[src/rtl/alif_config_sequencer.sv]
// Configuration sequencer for the ALIF neuron system: serializes a 23-bit parameter frame, waits for params_ready, then runs.
// Optional WAIT_RDY timeout / ERROR path enabled by defining ALIF_SEQ_TIMEOUT_EN.
module alif_config_sequencer #(
  parameter int FRAME_BITS     = 23,
  parameter int TIMEOUT_CYCLES = 64
) (
  input  logic       clk,
  input  logic       reset,
  input  logic       enable,
  input  logic       start,
  input  logic       stop,
  input  logic [2:0] cfg_weight_a,
  input  logic [7:0] cfg_leak_rate,
  input  logic [7:0] cfg_threshold_min,
  input  logic [3:0] cfg_leak_cycles,
  input  logic       params_ready,
  output logic       load_mode,
  output logic       serial_data,
  output logic       input_enable,
  output logic       busy,
  output logic       running,
  output logic       cfg_error
);

  localparam int CNT_W = $clog2(FRAME_BITS);

  typedef enum logic [2:0] {
    S_IDLE,
    S_LOAD,
    S_WAIT_RDY,
    S_RUN,
    S_ERROR
  } state_e;

  state_e                state_q, state_d;
  logic [FRAME_BITS-1:0] shift_q, shift_d;
  logic [CNT_W-1:0]      bitCnt_q, bitCnt_d;
  logic                  capture;
  logic                  timeoutHit;

  logic loadMode_q, loadMode_d;
  logic serialData_q, serialData_d;
  logic inputEnable_q, inputEnable_d;
  logic busy_q, busy_d;
  logic running_q, running_d;

  always_ff @(posedge clk) begin
    if (reset) begin
      state_q       <= S_IDLE;
      shift_q       <= '0;
      bitCnt_q      <= '0;
      loadMode_q    <= 1'b0;
      serialData_q  <= 1'b0;
      inputEnable_q <= 1'b0;
      busy_q        <= 1'b0;
      running_q     <= 1'b0;
    end else if (enable) begin
      state_q       <= state_d;
      shift_q       <= shift_d;
      bitCnt_q      <= bitCnt_d;
      loadMode_q    <= loadMode_d;
      serialData_q  <= serialData_d;
      inputEnable_q <= inputEnable_d;
      busy_q        <= busy_d;
      running_q     <= running_d;
    end
  end

  // Start wins over stop in RUN/ERROR; LOAD and WAIT_RDY ignore both so a frame always completes.
  always_comb begin
    state_d  = state_q;
    shift_d  = shift_q;
    bitCnt_d = bitCnt_q;
    capture  = 1'b0;
    case (state_q)
      S_IDLE: begin
        if (start) capture = 1'b1;
      end
      S_LOAD: begin
        if (bitCnt_q == '0) begin
          state_d = S_WAIT_RDY;
        end else begin
          shift_d  = shift_q << 1;
          bitCnt_d = bitCnt_q - 1'b1;
        end
      end
      S_WAIT_RDY: begin
        if (params_ready)    state_d = S_RUN;
        else if (timeoutHit) state_d = S_ERROR;
      end
      S_RUN, S_ERROR: begin
        if (start)     capture = 1'b1;
        else if (stop) state_d = S_IDLE;
      end
      default: state_d = S_IDLE;
    endcase
    if (capture) begin
      state_d  = S_LOAD;
      shift_d  = {cfg_weight_a, cfg_leak_rate, cfg_threshold_min, cfg_leak_cycles};
      bitCnt_d = CNT_W'(FRAME_BITS - 1);
    end
  end

  // Outputs are decoded from the next state so they change on the same edge as the state.
  always_comb begin
    loadMode_d    = (state_d == S_LOAD);
    serialData_d  = (state_d == S_LOAD) && shift_d[FRAME_BITS-1];
    inputEnable_d = (state_d == S_RUN);
    busy_d        = (state_d == S_LOAD) || (state_d == S_WAIT_RDY);
    running_d     = (state_d == S_RUN);
  end

`ifdef ALIF_SEQ_TIMEOUT_EN
  localparam int TMO_W = (TIMEOUT_CYCLES > 1) ? $clog2(TIMEOUT_CYCLES) : 1;

  logic [TMO_W-1:0] tmoCnt_q, tmoCnt_d;
  logic             cfgError_q, cfgError_d;

  always_comb begin
    tmoCnt_d   = '0;
    timeoutHit = 1'b0;
    if (state_q == S_WAIT_RDY && !params_ready) begin
      if (tmoCnt_q == TMO_W'(TIMEOUT_CYCLES - 1)) timeoutHit = 1'b1;
      else                                        tmoCnt_d   = tmoCnt_q + 1'b1;
    end
  end

  // Sticky until the next capture; surviving a stop back to IDLE is intentional.
  always_comb begin
    cfgError_d = cfgError_q;
    if (capture)                 cfgError_d = 1'b0;
    else if (state_d == S_ERROR) cfgError_d = 1'b1;
  end

  always_ff @(posedge clk) begin
    if (reset) begin
      tmoCnt_q   <= '0;
      cfgError_q <= 1'b0;
    end else if (enable) begin
      tmoCnt_q   <= tmoCnt_d;
      cfgError_q <= cfgError_d;
    end
  end

  assign cfg_error = cfgError_q;
`else
  assign timeoutHit = 1'b0;
  assign cfg_error  = 1'b0;
`endif

  assign load_mode    = loadMode_q;
  assign serial_data  = serialData_q;
  assign input_enable = inputEnable_q;
  assign busy         = busy_q;
  assign running      = running_q;

endmodule

[config.mk]
export PLATFORM = sky130hd
export DESIGN_NAME = alif_config_sequencer
export DESIGN_NICKNAME = d
export VERILOG_FILES = /design/src/rtl/alif_config_sequencer.sv
export SDC_FILE = /design/constraint.sdc
export NUM_CORES = 1
export LEC_CHECK = 0
export CORE_MARGIN = 2
export CORE_UTILIZATION = 49
export CTS_CLUSTER_DIAMETER = 40
export DETAILED_ROUTE_END_ITERATION = 6
export PLACE_DENSITY = 0.76
export SYNTH_ARGS = -nofsm -noshare
export SYNTH_HDL_FRONTEND = slang
export SYNTH_SLANG_ARGS = --single-unit
[constraint.sdc]
create_clock -name clk -period 2.3 [get_ports clk]
set_clock_uncertainty 0.1 [all_clocks]
set_input_delay 0.23 -clock clk [delete_from_list [all_inputs] [get_ports clk]]
set_output_delay 0.23 -clock clk [all_outputs]
set_load 0.05 [all_outputs]
==> results.cfg, run 1 <==
[status]
status = complete, no violations

[placement]
gp_congestion = 0.8212
pre_cts_ws_ns = 0.08445
portBuffers = 33
place_area_sq_um = 2127
hpwl_mm = 2.826

[logic_synthesis]
synthSimpleGateAreaFrac_pct = 11.51
synthXorXnorAreaFrac_pct = 0
syn_avg_cell_area_sq_um = 9.700
synthDistinctLibCells = 41
yosysWarnings = 0
synth_area_leaders = dfxtp_1 (38%), a211oi_2 (15%), a22oi_1 (8.7%)
synth-compound-area-share_pct = 39.81
synth_top_cell_by_area = dfxtp_1
ys_ff_latch = 34
yosysTopAreaCellShare_pct = 37.73
synth.area.mux_share_pct = 0.5548
synth_top_family_by_area = compound AO/OA/AOI/OAI gates
yosysSeqAreaShare_pct = 37.73
synth_adder_area_share_pct = 1.387
syn-cell-area_sq_um = 1804
synth_nets = 217
netlist_instances = 186

[power]
p_leak_nw = 0.7439
total_power_w = 0.001640
powerDensity_nw_per_um2 = 723.7
irDropWorstVdd_mv = 0.3591

[routing]
firstDrtPassIters = 4
wire_per_inst_um = 15.82
wl_mm = 4.160
vias_per_cell = 6.106
ant_nets = 0
vias = 1606
drt_iter0_drc = 147
drc = 0

[layout]
drive_gt1_share_pct = 22.33
stdcell_area_sq_um = 2266
syn_to_final_growth_pct = 25.59
num_antenna_cells = 0
final_nets = 245
fin_util_pct = 62.84

[flow_run]
max_cap_violations = 0

[global_route]
grt_pass1_wl_mm = 7.079
grt_overflow_total = 0
grt_pass1_vias = 1533
grt_antenna_before_repair = 0
track_usage_pct = 21.92
grt_max_degree = 26

[floorplanning]
die_x_um = 64.68
ios = 35
fp.dieH_um = 64.68
rows = 22
coreArea_sq_um = 3606
dieArea_sq_um = 4184
start_util_pct = 50.03

[clock_network]
root_buffer = clkbuf_8
clk_path_buf_depth = 2
cts_tree = built
cts_sinks = 34
htree_levels = 2
clk_pin_slew_worst_paths_ns = 0.08
cts_made_buffers = 5
clk_latency_ns = 0.30

[setup_path]
critical_path.max_fanout = 11
cp-end-kind = flop
worstPathRequired_ns = 2.41
worstPathArrival_ns = 2.30
startpoint_type = flop
worstSetupPathType = reg -> reg

[sta]
period_needed_ns = 2.189
max_freq_mhz = 456.8
setup_slack_ns = 0.1108
finalCritPeriodShare_pct = 95.18
rsz0062_at_grt = no
maxSlewHeadroom_pct = 66.21
worst-slew-pin-transition_ns = 0.5052
hold_viol = 0
finalMaxSlewViolations = 0
tns_ns = 0
setup_violations = 0

[worst_hold_path]
hp-class = reg -> reg
==> synthesized netlist by cell type <==
| library cell | number |
|---|---|
| dfxtp_1 | 34 |
| a21oi_1 | 27 |
| a211oi_2 | 21 |
| a22oi_1 | 21 |
| nand3_1 | 7 |
| clkbuf_1 | 6 |
| nor2_1 | 6 |
| o21ai_0 | 6 |
| buf_4 | 5 |
| buf_6 | 5 |
| a211oi_1 | 4 |
| buf_2 | 4 |
| inv_1 | 4 |
| a31oi_1 | 2 |
| a41oi_1 | 2 |
| ha_1 | 2 |
| nand2_1 | 2 |
| nand3b_1 | 2 |
| nor3_1 | 2 |
| nor3b_4 | 2 |
| or2_2 | 2 |
| a211o_2 | 1 |
| a211oi_4 | 1 |
| a221oi_1 | 1 |
| a311oi_1 | 1 |
| and2_1 | 1 |
| and4b_1 | 1 |
| buf_1 | 1 |
| clkinv_1 | 1 |
| conb_1 | 1 |
| mux2i_1 | 1 |
| nand2b_1 | 1 |
| nand4_1 | 1 |
| nor2_2 | 1 |
| nor2b_1 | 1 |
| nor4_1 | 1 |
| o21a_1 | 1 |
| o2bb2ai_1 | 1 |
| o41ai_1 | 1 |
| or3_1 | 1 |
| or4b_4 | 1 |
==> worst paths after layout <==
kind	end	cells after the start	from	slack, ns
min	shift_q[0]	2	shift_q[0]	0.39
max reg2reg	bitCnt_q[1]	7	bitCnt_q[0]	0.11
max	bitCnt_q[1]	7	bitCnt_q[0]	0.11
min reg2reg	shift_q[0]	2	shift_q[0]	0.39
==> stage by stage <==
step                      cells  hold slack (ns)
after CTS                   262           0.3896
final                       263           0.3894
after global placement      254           0.3669
after detailed placement    254           0.3783
after floorplan             186           0.2976
after global routing        263           0.4272
==> layer usage <==
layer	wire length (um)	global-route usage, %	part of all wire [%]
met5	0	0	0
met4	108	13.30	2.6
met3	232	6.076	5.6
met2	1961	35.16	47
met1	1857	26.03	45
==> placed cells by master (no fill, tap or decap), types with 3 or more instances in the layout <==
cell             synthesis  final
a211oi_1                 4      3
clkbuf_8                 0      5
nor2_1                   6      6
inv_1                    4      4
a211oi_2                21     22
clkdlybuf4s50_1          0     33
a22oi_1                 21     21
o21ai_0                  6      6
nand3_1                  7      7
dfxtp_1                 34     34
a21oi_1                 27     27
buf_4                    5      7
==> layout make-up <==
| class | instances | area, sq um |
|---|---|---|
| Clock buffer | 5 | 68.82 |
| Clock inverter | 3 | 40.04 |
| Fill cell | 316 | 1340 |
| Inverter | 5 | 18.77 |
| Multi-Input combinational cell | 126 | 983.4 |
| Sequential cell | 34 | 680.7 |
| Tap cell | 48 | 60.06 |
| Timing Repair Buffer | 42 | 414.1 |
==> logic make-up (layout without fill, tap and decap cells) <==
family / count (synthesis) / in the layout
other: 1 / 1
buffers and inverters: 26 / 55
AOI/OAI and AO/OA: 90 / 90
adders and majority gates: 2 / 2
muxes: 1 / 1
and+or+nand+nor: 32 / 32
DFF: 34 / 34
==> critical path, stage by stage (launching register included) <==
cell and delay, ns:
dfxtp_1 0.32, inv_1 0.11, ha_1 0.16, or4b_4 0.52, a211oi_4 0.38, nor2_2 0.08
buf_6 0.17, a311oi_2 0.26
==> flip-flops by register name (all words and copies together) (netlist names) <==
name and cells:
load_mode 1, serial_data 1, state_q 3, busy 1, running 1, bitCnt_q 5
shift_q 22
==> what timing repair did <==
action / in CTS / in global routing
setup buffers: 0 / 1
endpoints found under the setup margin: 0 / 3
gates resized for setup: 0 / 4
hold buffers: 0 / 0
==> report_power, final <==
part           internal (W)  switching [W]
Clock              0.000319       0.000227
Sequential         0.000643      0.0000359
Combinational      0.000188       0.000227
Total               0.00115       0.000490
Note: power is estimated with default switching activity, not from simulation.
==> run 2: changes to the inputs <==
--- a/config.mk
+++ b/config.mk
@@ -5,11 +5,12 @@
 export SDC_FILE = /design/constraint.sdc
 export NUM_CORES = 1
 export LEC_CHECK = 0
+export CORE_ASPECT_RATIO = 0.75
 export CORE_MARGIN = 2
 export CORE_UTILIZATION = 49
 export CTS_CLUSTER_DIAMETER = 40
 export DETAILED_ROUTE_END_ITERATION = 6
-export PLACE_DENSITY = 0.76
+export PLACE_DENSITY = 0.73
 export SYNTH_ARGS = -nofsm -noshare
 export SYNTH_HDL_FRONTEND = slang
 export SYNTH_SLANG_ARGS = --single-unit
==> run 2 against run 1 <==
Compared with the run above: die area grew 0.12%; via count decreased by 2.4%; final area fell by 2.6%; maximum frequency barely moved; power decreased by 6.3%; highest routed layer unchanged; routed wire length increased by 0.79%; global-route usage barely moved; largest cell class unchanged; hold slack lost 0.0077 ns; combinational power fell by 4.8%; setup slack lost 0.0018 ns; register-to-register slack about the same; largest power group unchanged; non-clock buffer count down 3.
==> results.cfg, run 2 (same netlist as run 1, synthesis figures left out) <==
[status]
status = complete, no violations

[setup_path]
cp_slowest_cell = or4b_4
worstPathRequired_ns = 2.35
critical_path.max_fanout = 25
startpoint_type = flop
worstPathArrival_ns = 2.24
critPathMaxStageDelay_ns = 0.51
cp-end-kind = flop
worstSetupPathType = reg -> reg
crit_chain = inv_1 > ha_1 > or4b_4 > a211o_4 > a41oi_1 > a211oi_1

[routing]
drt_iter0_drc = 165
firstDrtPassIters = 4
wl_mm = 4.193
ant_nets = 0
vias_per_cell = 5.939
drc = 0
wire_per_inst_um = 15.88
vias = 1568

[flow_run]
max_cap_violations = 0

[layout]
final_cell_mix = dfxtp_1 (34), clkdlybuf4s50_1 (33), a21oi_1 (27)
final_nets = 242
layout_commonest_cell = dfxtp_1
largest-register = shift_q
syn_to_final_growth_pct = 22.33
fin_util_pct = 61.48
num_antenna_cells = 0
largest_reg_flops = 22
top_regs = shift_q x22, bitCnt_q x5, state_q x3
drive_gt1_share_pct = 20.28

[sta]
hold_ws_ns = 0.3817
finalMaxSlewViolations = 0
rsz0062_at_grt = no
period_needed_ns = 2.191
maxSlewHeadroom_pct = 66.82
hold_viol = 0
tns_ns = 0
finalCritPeriodShare_pct = 95.26
setup_slack_ns = 0.1090
max_freq_mhz = 456.4
setup_violations = 0
worst-slew-pin-transition_ns = 0.4961

[global_route]
grt_max_degree = 36
track_usage_pct = 21.88
grt_pass1_vias = 1477
grt_antenna_before_repair = 0
grt_overflow_total = 0
grt_pass1_wl_mm = 6.996

[clock_network]
clk_path_buf_depth = 2
cts_hold_buf = 0
clk_pin_slew_worst_paths_ns = 0.07
htree_levels = 2
cts_setup_buffers = 0
cts_made_buffers = 5
cts_sinks = 34
root_buffer = clkbuf_8
cts_tree = built
clk_latency_ns = 0.29

[floorplanning]
ios = 35
fp.dieH_um = 56.55
dieArea_sq_um = 4188
coreArea_sq_um = 3590
start_util_pct = 50.26
rows = 19
die_x_um = 74.07

[placement]
pre_cts_ws_ns = 0.08422
portBuffers = 33
hpwl_mm = 2.838
gp_congestion = 0.8212

[power]
netSwitchingFraction_pct = 31.06
clkPwrFrac_pct = 29.9
total_power_w = 0.001537
sequentialPowerShare_pct = 44.4
comb_power_share_pct = 25.7
powerDensity_nw_per_um2 = 696.2
intPower_w = 0.001059
irDropWorstVdd_mv = 0.3773
p_leak_nw = 0.7123
p_sw_w = 0.0004772

[worst_hold_path]
hp-class = reg -> reg
-- run 2: area by class of cell --
cell class,count,area (sq um)
clock buffers,6,82.58
fillers,301,1383
multi-input cells,126,972.2
well taps,52,65.06
inverters,5,18.77
repair buffers,39,375.4
clock inverters,2,12.51
flip-flops and latches,34,680.7
-- run 2: metrics by stage --
step | instances | area (sq um)
floorplan | 186 | 1804
global placement | 256 | 2105
detailed placement | 256 | 2105
CTS | 264 | 2200
global route | 264 | 2207
finish | 264 | 2207
-- run 2: critical path, delay by kind of cell, from the launching register on --
kind / cells / cell delay, ns
and+or+nand+nor: 1 / 0.51
AOI/OAI and AO/OA: 3 / 0.85
DFF: 1 / 0.33
buffers and inverters: 1 / 0.12
adders and majority gates: 1 / 0.15
-- run 2: per-layer routing --
layer	vias up	part of all wire, %	wire length [um]	GRT usage (%)
li1	759	-	-	-
met1	751	46	1921	30.37
met2	48	46	1934	31.51
met3	10	5.8	244	5.386
met4	0	2.2	93	10.65
met5	-	0	0	0
-- run 2: path summary, 6_finish.rpt --
kind / startpoint / endpoint / slack, ns / cells after the start
setup reg to reg: bitCnt_q[0] / state_q[0] / 0.11 / 6
hold reg to reg: shift_q[0] / shift_q[0] / 0.38 / 2
setup / recovery: bitCnt_q[0] / state_q[0] / 0.11 / 6
hold / removal: shift_q[0] / shift_q[0] / 0.38 / 2
-- run 2: power groups by stage --
stage	Combinational, W	Clock (W)	Sequential (W)
2_1_floorplan	0.000290	0	0.000698
3_3_place_gp	0.000377	0	0.000691
3_5_place_dp	0.000390	0	0.000694
4_1_cts	0.000391	0.000473	0.000681
5_1_grt	0.000430	0.000501	0.000688
6_report	0.000395	0.000460	0.000682
-- run 2: what timing repair did --
action	in CTS	in global routing
hold endpoints to repair	0	0
setup endpoints to repair	0	2
resized for setup	0	1
